$ cat src/rtl/racha_cero_pkg.sv
`default_nettype none
// racha_cero_pkg: state encoding and default widths shared by the zero-run detector.
// Revision 1.0
package racha_cero_pkg;

  localparam int ANCHO_DEF     = 16;
  localparam int ANCHO_CNT_DEF = 8;

  typedef enum logic [1:0] {
    REPOSO = 2'd0,
    RACHA  = 2'd1,
    EMITE  = 2'd2
  } estado_t;

endpackage
`default_nettype wire

$ cat src/rtl/racha_cero_igual_cero.sv
`default_nettype none
// igual_cero: flags a tuple whose bits are all zero.
// Revision 1.0
module igual_cero
  import racha_cero_pkg::*;
#(
  parameter int ANCHO = ANCHO_DEF
) (
  output logic             flag,
  input  logic [ANCHO-1:0] tupla
);

  assign flag = ~|tupla;

endmodule
`default_nettype wire

$ cat src/rtl/racha_cero.sv
`default_nettype none
// racha_cero: measures runs of all-zero tuples and reports each completed run downstream.
// Revision 1.0
module racha_cero
  import racha_cero_pkg::*;
#(
  parameter int ANCHO     = ANCHO_DEF,
  parameter int ANCHO_CNT = ANCHO_CNT_DEF
) (
  input  logic                 clk,
  input  logic                 reset,
  input  logic                 tupla_valid,
  input  logic [ANCHO-1:0]     tupla,
  output logic                 tupla_ready,
  output logic                 evento_valid,
  output logic [ANCHO_CNT-1:0] evento_largo,
  input  logic                 evento_ready,
  output logic [ANCHO_CNT-1:0] total_ceros,
  output logic [ANCHO_CNT-1:0] racha_max
);

  localparam logic [ANCHO_CNT-1:0] CNT_MAX = '1;
  localparam logic [ANCHO_CNT-1:0] CNT_UNO = ANCHO_CNT'(1);

  estado_t              estado;
  logic [ANCHO_CNT-1:0] racha;
  logic                 es_cero;
  logic                 acepta;

  igual_cero #(
    .ANCHO(ANCHO)
  ) u_igual_cero (
    .flag (es_cero),
    .tupla(tupla)
  );

  // Handshake flags depend on the registered state only.
  assign tupla_ready  = (estado != EMITE);
  assign evento_valid = (estado == EMITE);
  assign acepta       = tupla_valid && tupla_ready;

  always_ff @(posedge clk or posedge reset) begin
    if (reset) begin
      estado       <= REPOSO;
      racha        <= '0;
      evento_largo <= '0;
      total_ceros  <= '0;
      racha_max    <= '0;
    end else begin
      if (acepta && es_cero && (total_ceros != CNT_MAX)) begin
        total_ceros <= total_ceros + CNT_UNO;
      end

      unique case (estado)
        REPOSO: begin
          if (acepta && es_cero) begin
            racha  <= CNT_UNO;
            estado <= RACHA;
          end
        end
        RACHA: begin
          if (acepta) begin
            if (es_cero) begin
              if (racha != CNT_MAX) begin
                racha <= racha + CNT_UNO;
              end
            end else begin
              // Terminating tuple is consumed here; the run is frozen into the report.
              evento_largo <= racha;
              if (racha > racha_max) begin
                racha_max <= racha;
              end
              estado <= EMITE;
            end
          end
        end
        EMITE: begin
          if (evento_ready) begin
            racha  <= '0;
            estado <= REPOSO;
          end
        end
        default: begin
          racha  <= '0;
          estado <= REPOSO;
        end
      endcase
    end
  end

endmodule
`default_nettype wire

$ cat config.mk
export PLATFORM = sky130hd
export DESIGN_NAME = racha_cero
export DESIGN_NICKNAME = d
export VERILOG_FILES = /design/src/rtl/racha_cero_pkg.sv /design/src/rtl/racha_cero_igual_cero.sv /design/src/rtl/racha_cero.sv
export SDC_FILE = /design/constraint.sdc
export NUM_CORES = 1
export LEC_CHECK = 0
export CAP_MARGIN = 20
export CORE_MARGIN = 2
export CORE_UTILIZATION = 44
export CTS_CLUSTER_SIZE = 40
export DETAILED_ROUTE_END_ITERATION = 7
export DONT_BUFFER_PORTS = 1
export SETUP_SLACK_MARGIN = 0.02
export SLEW_MARGIN = 20
export SYNTH_ARGS = -nofsm -noshare
export SYNTH_HDL_FRONTEND = slang
export SYNTH_SLANG_ARGS = --single-unit
$ cat constraint.sdc
create_clock -name clk -period 1.8 [get_ports clk]
set_input_delay 0.18 -clock clk [delete_from_list [all_inputs] [get_ports clk]]
set_output_delay 0.18 -clock clk [all_outputs]
set_load 0.005 [all_outputs]
# Yosys cells after proc, flatten, opt, wreduce, memory -nomap -nowiden
# Index checks and enable logic that the tools add are counted.
[word_totals]
ff_bits = 34
inputBits = 20
output_inout_bits = 26
[classes]
n_addsub = 2
n_lt_le_gt_ge = 1
n_eq_ne = 11
muxes = 11
reduce_logical = 10
[op_table]
columns = ["operator", "n"]
rows = [
  ["two-way mux 8 bit", 5],
  ["case mux 8 bit (3 select lines)", 1],
  ["adder 8 x 1 -> 8 bit (second input constant)", 2],
  ["inequality test 8 bit (second input constant)", 2],
  ["OR reduction 16 bit", 1],
  ["inequality test 2 bit (second input constant)", 5],
  ["greater-than comparator 8 bit", 1],
  ["two-way mux 2 bit", 4],
  ["AND reduction 4 bit", 2],
  ["case mux 2 bit (3 select lines)", 1],
  ["AND reduction 5 bit", 1],
  ["inequality test 2 x 1 -> 1 bit (second input constant)", 2],
  ["logical AND 1 bit", 3],
  ["AND reduction 3 bit", 1],
  ["equality test 2 x 1 -> 1 bit (second input constant)", 1],
  ["equality test 2 bit (second input constant)", 1],
  ["zero test 2 bit", 1],
  ["zero test 1 bit", 1],
]

# Logic depth before layout (Yosys ltp)
[depth]
depth_word = 5
depth_mapped = 7
depth_no_buf = 7

# Modules after synthesis
# Synthesis repeated with hierarchy kept, for this count alone.
[unflattened]
hier_cells = 154
hier_area_um2 = 1778.0
[modules_own_cells]
columns = ["mod", "n_inst", "cells_per_inst", "area_each_um2", "seq_area_each_um2"]
rows = [
  ["racha_cero", 1, 149, 1744.2, 850.8],
  ["igual_cero", 1, 5, 33.8, 0.0],
]

# Worst setup path after synthesis
# No wires, ideal clock.
[synth_path]
path_kind = "register to register"
start = "register racha[1]"
end = "register racha_max[0]"
setup_time_ns = 0.128
arrival_time_ns = 1.701
required_ns = 1.672
slack_ns = -0.028
path_stages_with_launch = 7
n_path_buf = 0
period_less_slack_ns = 1.828
path_cell_list = "dfrtp_1 > ha_1 > nor2b_1 > o211ai_1 > a21oi_1 > o221ai_4 > mux2_1"
[synth_via]
elab_chain_cells = 2
[synth_rtl]
columns = ["item", "line_no", "rtl"]
rows = [
  ["start, declared", "racha_cero.sv:26", "logic [ANCHO_CNT-1:0] racha;"],
  ["start signal, assigned", "racha_cero.sv:65", "racha <= racha + CNT_UNO;"],
  ["greater-than comparator 8 bit", "racha_cero.sv:70", "if (racha > racha_max) begin"],
  ["AND reduction 4 bit (no source line)", "--", ""],
  ["end signal, assigned", "racha_cero.sv:71", "racha_max <= racha;"],
  ["end, declared", "racha_cero.sv:19", "output logic [ANCHO_CNT-1:0] racha_max"],
]
# Every way passes these cells.
# A chain may end at the register's enable or synchronous reset.

# Worst setup path after layout
[layout_path]
start = "register racha[1]"
end = "register racha_max[7]"
# Same word-level chain as after synthesis.

==> results.json <==
{
  "status": "finished with violations",
  "violations": "setup timing",
  "required_ns": 1.97,
  "pwr-share-clk_pct": 38.3,
  "grt_pass1_wl_um": 6348,
  "critPathMaxStageDelay_ns": 0.40,
  "ant_nets": 0,
  "synthCells": 159,
  "synth_top_area_share_pct": 47.39,
  "p_leak_nw": 1.127,
  "rr_worst_depth": 7,
  "slew_violations": 0,
  "place_inst": 230,
  "worstPathMaxFanout": 5,
  "drt_iter0_drc": 57,
  "critPathSlowestCell": "dfrtp_1",
  "final_util_pct": 56.93,
  "async_flop_share_pct": 100.0,
  "crit_path_end_kind": "flip-flop",
  "port-buffer-count": 0,
  "synth.net_count": 189,
  "power.sequential.fraction_pct": 57.0,
  "holdPathStages": 2,
  "yosysSeqAreaShare_pct": 47.39,
  "finClkSkew_ns": 0.007969,
  "firstDrtPassIters": 4,
  "die_w_um": 67.88,
  "clk_pin_slew_ns": 0.07,
  "drv_cap": 0,
  "ys_ff_latch": 34,
  "start_kind": "flip-flop",
  "vias": 1383,
  "antenna_found_initial": 0,
  "instances_no_fill": 247,
  "antenna_cells": 0,
  "synth_cell_types": 38,
  "dp_hpwl_um": 3013,
  "clockBufferDepth": 2,
  "fp.coreArea_um2": 3971,
  "p_total_mw": 1.354,
  "vdd.ir_drop.worst_v": 0.0004603,
  "rsz0062_at_grt": "yes",
  "cts_buffers": 5,
  "core.rowCount": 23,
  "wl_per_cell_um": 16.71,
  "grt_start_max_net_pins": 35,
  "clockRootBuffer": "clkbuf_8",
  "grt_pass1_vias": 1420,
  "min_path_type": "in -> reg",
  "finalSetupViolations": 8,
  "drive_above_1_share_pct": 31.47,
  "ys.flop_type": "dfrtp_1",
  "synth.area.top_cells": "dfrtp_1, mux2_1, ha_1",
  "vias_per_cell": 5.599,
  "htreeDepth": 2,
  "max_freq_ghz": 0.5230,
  "area_delta_synth_final_pct": 25.92,
  "cts.sinks": 34,
  "clock_latency_ns": 0.28,
  "slew_headroom_pct": 72.07,
  "place_area_um2": 2021,
  "synth.top_cells.by_count": "dfrtp_1, mux2_1, inv_1",
  "synth_edf_count": 0,
  "internal_power_mw": 1.065,
  "finish.instance_area_um2": 2261,
  "p_per_area_nw_per_um2": 598.9,
  "place_congestion": 0.8247,
  "track_usage_pct": 19.24,
  "tns_ns": -0.7755,
  "die-area_um2": 4608,
  "start_util_pct": 45.21,
  "switching_share_pct": 21.34,
  "ys.warnings.count": 0,
  "syn-mean-instance-area_um2": 11.29,
  "synth_area_um2": 1795,
  "fin_ws_ns": -0.1120,
  "worst_slew_pin_slew_ns": 0.4189,
  "boundaryPins": 46,
  "pre_cts_slack_ns": -0.1224,
  "grt-ovfl-total": 0,
  "synth_most_common_cell": "dfrtp_1",
  "cp.arrival_ns": 2.08,
  "cts_tree": "built",
  "crit_chain": "ha_1 -> nor2b_4 -> o211ai_1 -> a21oi_2 -> o221ai_4 -> buf_6 -> mux2_4",
  "period_share_pct": 106.2,
  "totalWireLength_um": 4127,
  "power_frac_comb_pct": 4.7,
  "synth_area_leader_cell": "dfrtp_1",
  "fin_nets": 227,
  "final_hold_viol_count": 0,
  "switching_power_uw": 289.0,
  "layout_min_cycle_time_ns": 1.912,
  "die_h_um": 67.88,
  "drc": 0,
  "crit_type": "reg -> reg",
  "finalHoldWorstSlack_ns": 0.03654
}
-- cells by family (layout without fill, tap and decap cells) --
| group | count (synthesis) | in the layout | synth area share, % |
|---|---|---|---|
| xor+xnor | 7 | 7 | 3.415 |
| simple gates | 50 | 51 | 17.56 |
| mux | 16 | 16 | 10.03 |
| compound gates | 27 | 27 | 11.15 |
| flops | 34 | 34 | 47.39 |
| fa+ha+maj | 10 | 10 | 6.969 |
| buf+inv | 15 | 52 | 3.484 |
-- layer usage --
| metal | GRT usage, % | wire length [µm] | vias to the layer above |
|---|---|---|---|
| met4 | 7.500 | 83 | 0 |
| li1 | - | - | 656 |
| met5 | 0 | 0 | - |
| met3 | 6.414 | 177 | 9 |
| met2 | 35.42 | 2303 | 25 |
| met1 | 20.13 | 1564 | 693 |
-- what timing repair did --
item / 4_1_cts / 5_1_grt
setup buffers: 4 / 3
endpoints found under the setup margin: 15 / 14
pin swaps: 1 / 5
gates resized for setup: 7 / 13
hold endpoints to repair: 35 / 0
hold buffers: 2 / 0
cloned: 0 / 1
-- cells in the final DEF (no fill, tap or decap), types with 2 or more instances in the layout --
cell,instances
nand4_1,4
nand2_1,11
dfrtp_1,34
clkbuf_1,2
nor2_1,5
xor2_1,3
nor4_2,4
o31ai_1,4
xnor2_1,4
nand2b_1,4
or3_4,3
buf_6,3
mux2_4,8
nor3_1,3
inv_1,12
o21ai_1,7
and3_1,4
dlygate4sd3_1,2
and4_1,2
a21oi_1,4
mux2_1,8
nand3_1,4
o21bai_1,2
buf_4,28
ha_1,9
clkbuf_8,5
-- sequential cells by signal, indices dropped and copies added, names as in the netlist --
signal        flops
estado            2
evento_largo      8
racha             8
racha_max         8
total_ceros       8
-- power by group through the flow --
| stage | Sequential [mW] | Clock, mW | Combinational (mW) |
|---|---|---|---|
| 3_3_place_gp | 0.785 | 0 | 0.0532 |
| 3_5_place_dp | 0.785 | 0 | 0.0539 |
| 4_1_cts | 0.771 | 0.537 | 0.0577 |
| 2_1_floorplan | 0.786 | 0 | 0.0268 |
| 5_1_grt | 0.771 | 0.575 | 0.0709 |
| 6_report | 0.772 | 0.519 | 0.0636 |
-- worst max-delay path, delay by kind of cell, from the launching register on --
kind | cells | cell delay (ns)
compound gates | 3 | 0.48
flops | 1 | 0.40
fa+ha+maj | 1 | 0.32
mux | 1 | 0.30
buf+inv | 1 | 0.17
simple gates | 1 | 0.13
-- path summary, 6_finish.rpt --
check,to,startpoint,slack [ns]
setup / recovery,racha_max[7]$_DFFE_PP0P_,racha[1]$_DFFE_PP0P_,-0.11
hold / removal,estado[0]$_DFFE_PP0P_,tupla_valid,0.04
setup reg to reg,racha_max[7]$_DFFE_PP0P_,racha[1]$_DFFE_PP0P_,-0.11
hold reg to reg,evento_largo[0]$_DFFE_PP0P_,evento_largo[0]$_DFFE_PP0P_,0.51
max in group asynchronous,racha[3]$_DFFE_PP0P_,reset,1.07
min in group asynchronous,evento_largo[3]$_DFFE_PP0P_,reset,0.43
-- cell type report --
type | instances | area [µm²]
Inverter | 12 | 45.04
Sequential cell | 34 | 850.8
Multi-Input combinational cell | 111 | 962.2
Fill cell | 368 | 1710
Tap cell | 50 | 62.56
Timing Repair Buffer | 33 | 264.0
Clock buffer | 7 | 76.32
Note: power is estimated with default switching activity, not from simulation.
